`config.mk`:
```
export PLATFORM = sky130hd
export DESIGN_NAME = sram_bist_ctrl
export DESIGN_NICKNAME = d
export VERILOG_FILES = /design/src/rtl/sram_bist_ctrl.sv
export SDC_FILE = /design/constraint.sdc
export NUM_CORES = 1
export LEC_CHECK = 0
export CORE_MARGIN = 2
export CORE_UTILIZATION = 49
export CTS_BUF_LIST = sky130_fd_sc_hd__clkbuf_4
export CTS_CLUSTER_SIZE = 8
export DETAILED_ROUTE_END_ITERATION = 10
export PLACE_DENSITY_LB_ADDON = 0.25
export SYNTH_ARGS = -nofsm -noshare
export SYNTH_HDL_FRONTEND = slang
export SYNTH_SLANG_ARGS = --single-unit
```
`constraint.sdc`:
```
create_clock -name clk -period 3.75 [get_ports clk]
set_clock_uncertainty 0.05 [all_clocks]
set_input_delay 0.375 -clock clk [delete_from_list [all_inputs] [get_ports clk]]
set_output_delay 0.375 -clock clk [all_outputs]
set_load 0.005 [all_outputs]
```
`src/rtl/sram_bist_ctrl.sv`:
```
// March C- BIST controller for a single-port SRAM macro: two background passes,
// registered BIST port drive, one-cycle-late read compare and first-fail capture.
module sram_bist_ctrl #(
  parameter int ADDR_W = 10,
  parameter int DATA_W = 32,
  parameter int CNT_W  = 16
) (
  input  logic              clk,
  input  logic              rst_n,
  input  logic              start,
  output logic              busy,
  output logic              done,
  output logic              pass,
  output logic [CNT_W-1:0]  fail_count,
  output logic [ADDR_W-1:0] fail_addr,
  output logic [DATA_W-1:0] fail_syndrome,
  output logic              bist_en,
  output logic              bist_men,
  output logic              bist_wen,
  output logic              bist_ren,
  output logic [ADDR_W-1:0] bist_addr,
  output logic [DATA_W-1:0] bist_din,
  output logic [DATA_W-1:0] bist_bm,
  input  logic [DATA_W-1:0] bist_dout
);

  typedef enum logic [1:0] {IDLE, RUN, DRAIN, DONE} state_t;
  typedef enum logic [2:0] {M0, M1, M2, M3, M4, M5} elem_t;

  state_t              state_q, state_d;
  logic                pass_q, pass_d;
  elem_t               elem_q, elem_d;
  logic [ADDR_W-1:0]   idx_q, idx_d;
  logic                phase_q, phase_d;
  logic                last_q;

  logic                accept, issue;
  logic                cur_pass, cur_phase;
  elem_t               cur_elem;
  logic [ADDR_W-1:0]   cur_idx;
  logic                cur_last;
  logic                op_wr, op_one, two_op, down;
  logic [ADDR_W-1:0]   op_addr;
  logic [DATA_W-1:0]   op_data, bg;

  // read-check pipeline: stage 1 rides with the presented read, stage 2 meets bist_dout
  logic [DATA_W-1:0]   exp1_q, exp2_q;
  logic [ADDR_W-1:0]   addr2_q;
  logic                rd2_q;
  logic [DATA_W-1:0]   syndrome;

  function automatic logic [DATA_W-1:0] background(input logic p);
    logic [DATA_W-1:0] b;
    b = '0;
    for (int unsigned i = 0; i < DATA_W; i++) b[i] = p & (i % 2 == 0);
    return b;
  endfunction

  always_comb begin
    accept    = (state_q == IDLE || state_q == DONE) && start;
    issue     = accept || (state_q == RUN && !last_q);
    cur_pass  = accept ? 1'b0 : pass_q;
    cur_elem  = accept ? M0   : elem_q;
    cur_idx   = accept ? '0   : idx_q;
    cur_phase = accept ? 1'b0 : phase_q;

    bg     = background(cur_pass);
    two_op = (cur_elem != M0) && (cur_elem != M5);
    down   = (cur_elem == M3) || (cur_elem == M4);
    op_wr  = 1'b0;
    op_one = 1'b0;
    case (cur_elem)
      M0:      op_wr = 1'b1;
      M1, M3:  begin op_wr = cur_phase; op_one = cur_phase;  end
      M2, M4:  begin op_wr = cur_phase; op_one = ~cur_phase; end
      default: op_wr = 1'b0;
    endcase
    op_addr  = down ? ~cur_idx : cur_idx;
    op_data  = op_one ? ~bg : bg;
    cur_last = cur_pass && (cur_elem == M5) && (&cur_idx);

    pass_d  = cur_pass;
    elem_d  = cur_elem;
    idx_d   = cur_idx;
    phase_d = 1'b0;
    if (two_op && !cur_phase) begin
      phase_d = 1'b1;
    end else if (&cur_idx) begin
      idx_d = '0;
      if (cur_elem == M5) begin
        elem_d = M0;
        pass_d = ~cur_pass;
      end else begin
        elem_d = elem_t'(cur_elem + 3'd1);
      end
    end else begin
      idx_d = cur_idx + 1'b1;
    end

    state_d = state_q;
    case (state_q)
      IDLE, DONE: if (start) state_d = RUN;
      RUN:        if (last_q) state_d = DRAIN;
      DRAIN:      state_d = DONE;
      default:    state_d = IDLE;
    endcase

    syndrome = bist_dout ^ exp2_q;
  end

  always_ff @(posedge clk or negedge rst_n) begin
    if (!rst_n) begin
      state_q <= IDLE;
      pass_q  <= 1'b0;
      elem_q  <= M0;
      idx_q   <= '0;
      phase_q <= 1'b0;
      last_q  <= 1'b0;
    end else begin
      state_q <= state_d;
      if (issue) begin
        pass_q  <= pass_d;
        elem_q  <= elem_d;
        idx_q   <= idx_d;
        phase_q <= phase_d;
        last_q  <= cur_last;
      end
    end
  end

  always_ff @(posedge clk or negedge rst_n) begin
    if (!rst_n) begin
      bist_en   <= 1'b0;
      bist_men  <= 1'b0;
      bist_wen  <= 1'b0;
      bist_ren  <= 1'b0;
      bist_addr <= '0;
      bist_din  <= '0;
      bist_bm   <= '0;
      exp1_q    <= '0;
      exp2_q    <= '0;
      addr2_q   <= '0;
      rd2_q     <= 1'b0;
    end else begin
      bist_en   <= (state_d == RUN) || (state_d == DRAIN);
      bist_men  <= issue;
      bist_wen  <= issue && op_wr;
      bist_ren  <= issue && !op_wr;
      bist_addr <= issue ? op_addr : '0;
      bist_din  <= (issue && op_wr) ? op_data : '0;
      bist_bm   <= ((state_d == RUN) || (state_d == DRAIN)) ? '1 : '0;
      exp1_q    <= (issue && !op_wr) ? op_data : '0;
      exp2_q    <= exp1_q;
      addr2_q   <= bist_addr;
      rd2_q     <= bist_ren;
    end
  end

  always_ff @(posedge clk or negedge rst_n) begin
    if (!rst_n) begin
      fail_count    <= '0;
      fail_addr     <= '0;
      fail_syndrome <= '0;
    end else if (accept) begin
      fail_count    <= '0;
      fail_addr     <= '0;
      fail_syndrome <= '0;
    end else if (rd2_q && (syndrome != '0)) begin
      if (fail_count != '1) fail_count <= fail_count + 1'b1;
      if (fail_count == '0) begin
        fail_addr     <= addr2_q;
        fail_syndrome <= syndrome;
      end
    end
  end

  assign busy = (state_q == RUN) || (state_q == DRAIN);
  assign done = (state_q == DONE);
  assign pass = done && (fail_count == '0);

endmodule

```
# Yosys cells after proc, flatten, opt, wreduce, memory -nomap -nowiden

Index checks and enable logic that the tools add are counted.

Multipliers: 0
Bitwise logic cells: 5
Shift-type cells: 0
Add/sub/neg operators: 3
Multiplexer cells: 33
$lt $le $gt $ge: 0
Equality and inequality tests: 12
Div/mod/pow operators: 0
Reductions and logical operators: 33

Operators with widths:

| kind                                           | count |
|---|---|
| 2-to-1 mux 32 bit                              | 7 |
| 2-to-1 mux 10 bit                              | 8 |
| 2-to-1 mux 16 bit                              | 3 |
| inverter 31 -> 32 bit                          | 1 |
| nonzero test 32 bit                            | 1 |
| bitwise XOR 32 bit                             | 1 |
| adder 16 x 1 -> 16 bit (second input constant) | 1 |
| zero test 16 bit                               | 1 |
| != test 16 bit (second input constant)         | 1 |
| 2-to-1 mux 3 bit                               | 4 |
| adder 10 x 1 -> 10 bit (second input constant) | 1 |
| logical AND 1 bit                              | 10 |
| inverter 10 bit                                | 1 |
| AND reduction 10 bit                           | 1 |
| == test 2 bit (second input constant)          | 3 |
| == test 3 x 2 -> 1 bit (second input constant) | 2 |
| == test 3 bit (second input constant)          | 2 |
| 2-to-1 mux 1 bit                               | 6 |
| one-hot mux 2 bit (3 select lines)             | 1 |
| nonzero test 2 bit                             | 3 |
| OR reduction 2 bit                             | 3 |
| logical OR 1 bit                               | 5 |
| == test 2 x 1 -> 1 bit (second input constant) | 2 |
| 2-to-1 mux 2 bit                               | 2 |
| other kinds (11)                               | 16 |

ROM bits: 0
Memories: 0
Register bits: 229
Memory bits (writable): 0
Output and inout port bits: 139
Latch bits: 0
Logic and storage cells: 106

# Logic depth before layout (Yosys ltp)

Depth after elaboration: 10
Gate-level depth with buffers: 12

# Worst setup path before layout

No wires, ideal clock.

Path type: reg2reg
Start point: register state_q[0]
End point: register elem_q[1]
Slack: 0.702 ns
Period minus slack after synthesis: 3.048 ns
Required time: 3.580 ns
Stages on the path, launching flop included: 13
Arrival time: 2.878 ns
Cell sequence: dfrtp_1 -> inv_1 -> ha_1 -> nand2_1 -> clkbuf_1 -> clkbuf_1 -> and2_1 -> ha_1 -> nand3_1 -> or4_4 -> nor2_4 -> a21oi_1 -> a41o_1

Word-level cells in the longest chain between the ends: 8
Elaborated cells on any way between the ends: 21
Classes of those cells: add/sub (1); eq/ne (4); mux (6); reduce/logical (10)

Ends and longest elaborated chain:

| element                                               | RTL line | RTL |
|---|---|---|
| start: declaration                                    | 30       | `state_t state_q, state_d;` |
| start signal: assignment                              | 120      | `state_q <= state_d;` |
| == test 2 bit or zero test 2 bit (tied branches)      | 60       | `accept = (state_q == IDLE \|\| state_q == DONE) && start;` |
| logical OR 1 bit                                      | 60       |  |
| logical AND 1 bit                                     | 60       |  |
| 2-to-1 mux 3 bit                                      | 63       | `cur_elem = accept ? M0 : elem_q;` |
| adder 3 x 1 -> 3 bit, or another cell as far along    | 94       | `elem_d = elem_t'(cur_elem + 3'd1);` |
| 2-to-1 mux 3 bit or logical AND 1 bit (tied branches) | 90, 68   |  |
| 2-to-1 mux 3 bit or logical AND 1 bit (tied branches) | 88, 86   |  |
| 2-to-1 mux 3 bit                                      | 86       | `if (two_op && !cur_phase) begin` |
| end signal: assignment                                | 123      | `elem_q <= elem_d;` |
| end: declaration                                      | 32       | `elem_t elem_q, elem_d;` |

Several ways; a longest one is shown, not always the timed one.
A chain may end at the register's enable or synchronous reset.

# Final worst setup path

Same ends and word-level chain as after synthesis.

==> results.txt <==
----------------------------------------------------
[Clocking]
  Clock Sink Count ... 107
  Clock transition time at the flip-flop clock pins of the worst setup and hold paths ... 0.16 ns
  Max H-tree Level ... 3
  Buffer type at the clock tree root ... clkbuf_4
  Max Root-Sink Buffers ... 2
  Clock latency at the later pin of the worst-skew pair ... 0.46 ns
  Post-CTS Resized ... 0
  Clock tree from TritonCTS ... built
  TritonCTS Buffers ... 9

[Die]
  Vert. Die Dim ... 112.2 µm
  Full die area ... 0.01259 mm²
  Standard cell core area ... 0.01142 mm²
  Initial cell density of the core ... 50.26%
  Number of top-level pins ... 174
  Total number of placement rows ... 39
  Overall die width ... 112.2 µm

[Route]
  Starting DRC count in detailed routing ... 315
  Remaining antenna violation count ... 0
  Via count of the routed design ... 4,742
  # DRC ... 0
  Routed wire length ... 14.35 mm
  Total iterations of the first detailed-routing run ... 5
  Post-detailed-route via-to-cell ratio ... 5.645
  Detailed-route wire length per cell ... 17.08 µm

[STA]
  Final critical delay including setup and external delays ... 2.818 ns
  Final critical-path share of the clock period ... 75.14%
  Number of endpoints with negative hold slack in the final report ... 0
  Setup total negative slack ... 0 ns
  Highest clock frequency the design can meet ... 354.9 MHz
  Final count of negative-setup-slack endpoints ... 0
  Count of final max-slew check failures ... 0
  Worst hold slack ... 0.3247 ns
  Actual slew at the worst max-slew pin ... 0.9507 ns
  Post-route worst setup slack ... 0.9324 ns
  Unrepaired setup endpoints after global routing ... no
  Worst max-slew margin expressed relative to the limit ... 36.62%

[GRT]
  Most Crowded Layer GR ... met2
  Met3 Usage GRT ... 5.454%
  Overall routing resource usage ... 22.89%
  Maximum number of pins on one net before global-route repair ... 55
  Vias in the first global route ... 4,525
  Met2 Usage GRT ... 37.43%
  Antenna violations before repair ... 0
  Aggregate global routing overflow ... 0
  GRT met1 Usage ... 31.53%
  First-pass GRT wire length ... 23.39 mm

[Min path]
  Worst hold-check path type ... reg2reg

[Yosys]
  Yosys warnings ... 0
  Most area-hungry cell type in the Yosys netlist ... dfrtp_1
  Synth top area share ... 46.65%
  Register bit total from synthesis ... 107
  Share of flip-flops with an asynchronous set or reset ... 100.0%
  Top cells by area in the synthesized netlist ... dfrtp_1 (47%), buf_4 (9.2%), xnor2_1 (5.5%), nand3_1 (5.1%), o31ai_1 (4.7%)
  Number of enable-type register cells in the synthesized netlist ... 0
  Synthesized netlist net count ... 642
  Syn_area_per_cell ... 9.581 µm²
  Sequential cell area fraction in the yosys report ... 46.65%
  Primary flip-flop cell chosen by synthesis mapping ... dfrtp_1
  Number of different library cells in the post-synthesis netlist ... 49
  Post-synth design cell area ... 0.005739 mm²
  Syn Inst Count ... 599

[Critical path]
  Crit Path Class ... reg2reg
  Cell chain of the critical path ... inv_1, ha_1, nand2_2, buf_4, nand4_1, or4_4, nor2_4, a21oi_1, a41o_1
  Worst endpoint data arrival time ... 3.14 ns
  Slowest cell on the critical path ... or4_4
  Type of origin of the critical path ... flip-flop
  Highest net fanout along the worst path ... 26
  Largest stage delay on the critical path ... 0.59 ns
  Count of buffer and inverter cells on the critical path ... 2
  Crit end category ... flip-flop
  Required time of the critical path ... 4.07 ns
  Top cell family by delay on the critical path ... simple AND/OR/NAND/NOR gates

[Final layout]
  Net total in the final layout ... 735
  Register area ... 0.002678 mm²
  Final standard cell utilization of the core ... 63.26%
  Footprint of the multi-input gates ... 0.002367 mm²
  Fill cells ... 937
  Area growth from synthesis to layout ... 25.86%
  Antenna cells ... 0
  Commonest cells after routing, fill and taps aside ... clkdlybuf4s50_1 (172), dfrtp_1 (107), nand3_1 (59)
  Most common library cell in the layout ignoring fill and taps ... clkdlybuf4s50_1
  Fraction of final layout cells sized beyond drive strength 1 ... 5.165%

[Placement]
  IO Port Bufs ... 173
  Dpl ws ... 0.9448 ns
  Routability-driven placement congestion ratio ... 0.8901
  Final HPWL from detailed placement ... 10.15 mm

[Power and ir drop]
  Worst vdd rail ir drop ... 0.0001561 V
  Leak Pwr ... 2.878 nW
  Pwr Density ... 248.3 mW/mm²
  Total Power Consumption ... 0.001794 W

[Status]
  Result of the run ... finished, final reports clean

[Job]
  Max cap viols ... 0

----------------------------------------------------
layout make-up:
type	instances	area share, %
Multi-Input combinational cell	375	32.77
Clock buffer	9	0.9354
Inverter	16	0.8315
Clock inverter	7	0.7275
Timing Repair Buffer	183	25.19
Tap cell	143	2.477
Sequential cell	107	37.07
registers in the layout, summed over array words and instances (netlist names):
signal / flops
pass_q: 1
bist_ren: 1
exp1_q: 2
last_q: 1
bist_din: 2
state_q: 2
phase_q: 1
addr2_q: 10
fail_syndrome: 32
fail_addr: 10
exp2_q: 2
bist_wen: 1
bist_bm: 1
fail_count: 16
rd2_q: 1
elem_q: 3
bist_men: 1
idx_q: 10
bist_addr: 10
cells by family after synthesis:
family | synth area share [%]
xor+xnor | 6.257
fa+ha+maj | 1.744
flops | 46.65
compound gates | 11.95
mux | 2.616
simple gates | 18.42
buf+inv | 12.36
power by group:
part	internal [W]	switching [W]	leakage [nW]	total, W
logic	0.0000484	0.0000539	1.45	0.000102
registers	0.00115	0.000000000000196	1.36	0.00115
clock network	0.000141	0.000396	0.0619	0.000537
total	0.00134	0.000450	2.88	0.00179
path summary, 6_finish.rpt:
path | from | end | slack [ns] | cells after the start
hold reg to reg | exp1_q[29]$_DFF_PN0_ | exp2_q[29]$_DFF_PN0_ | 0.32 | 0
setup / recovery | state_q[0]$_DFF_PN0_ | elem_q[1]$_DFFE_PN0P_ | 0.93 | 9
setup reg to reg | state_q[0]$_DFF_PN0_ | elem_q[1]$_DFFE_PN0P_ | 0.93 | 9
hold / removal | exp1_q[29]$_DFF_PN0_ | exp2_q[29]$_DFF_PN0_ | 0.32 | 0
min in group asynchronous | rst_n | bist_addr[2]$_DFF_PN0_ | 0.43 | 2
max in group asynchronous | rst_n | fail_syndrome[13]$_DFFE_PN0P_ | 2.49 | 3
worst reg2reg max path, stage by stage (launching register included):
cell,delay (ns)
dfrtp_1,0.45
inv_1,0.07
ha_1,0.39
nand2_2,0.13
buf_4,0.31
nand4_1,0.24
or4_4,0.59
nor2_4,0.17
a21oi_1,0.10
a41o_1,0.22
through the flow:
stage / instances / instance area [µm²]
floorplan: 599 / 5739
global placement: 823 / 7093
detailed placement: 823 / 7093
CTS: 840 / 7223
global route: 840 / 7223
finish: 840 / 7223
layer usage:
metal | vias up | share of wire, %
met1 | 2299 | 43
met5 | - | 0
met2 | 183 | 48
met4 | 0 | 0.93
met3 | 16 | 7.4
li1 | 2244 | -
cell usage after synthesis (2+ instances only):
cell type,instances
ha_1,8
nand3_1,59
buf_4,70
nand4_1,18
and4_1,2
mux2i_1,15
nor2_1,34
xnor2_1,36
buf_2,6
xor2_1,5
and2_1,3
or3_1,10
clkbuf_1,23
nor4_1,5
dfrtp_1,107
o31ai_1,36
inv_1,16
or4_1,14
nand2_1,37
nor3_1,6
nor3b_1,2
o211ai_1,4
o21ai_0,16
buf_1,2
a21oi_1,21
o21ai_1,19
and3_1,3
repair_timing:
action,4_1_cts,5_1_grt
hold endpoints to repair,53,0
buffers inserted,0,0
hold buffers,1,0
setup endpoints to repair,0,0
Power figures use the tool's default switching activity.
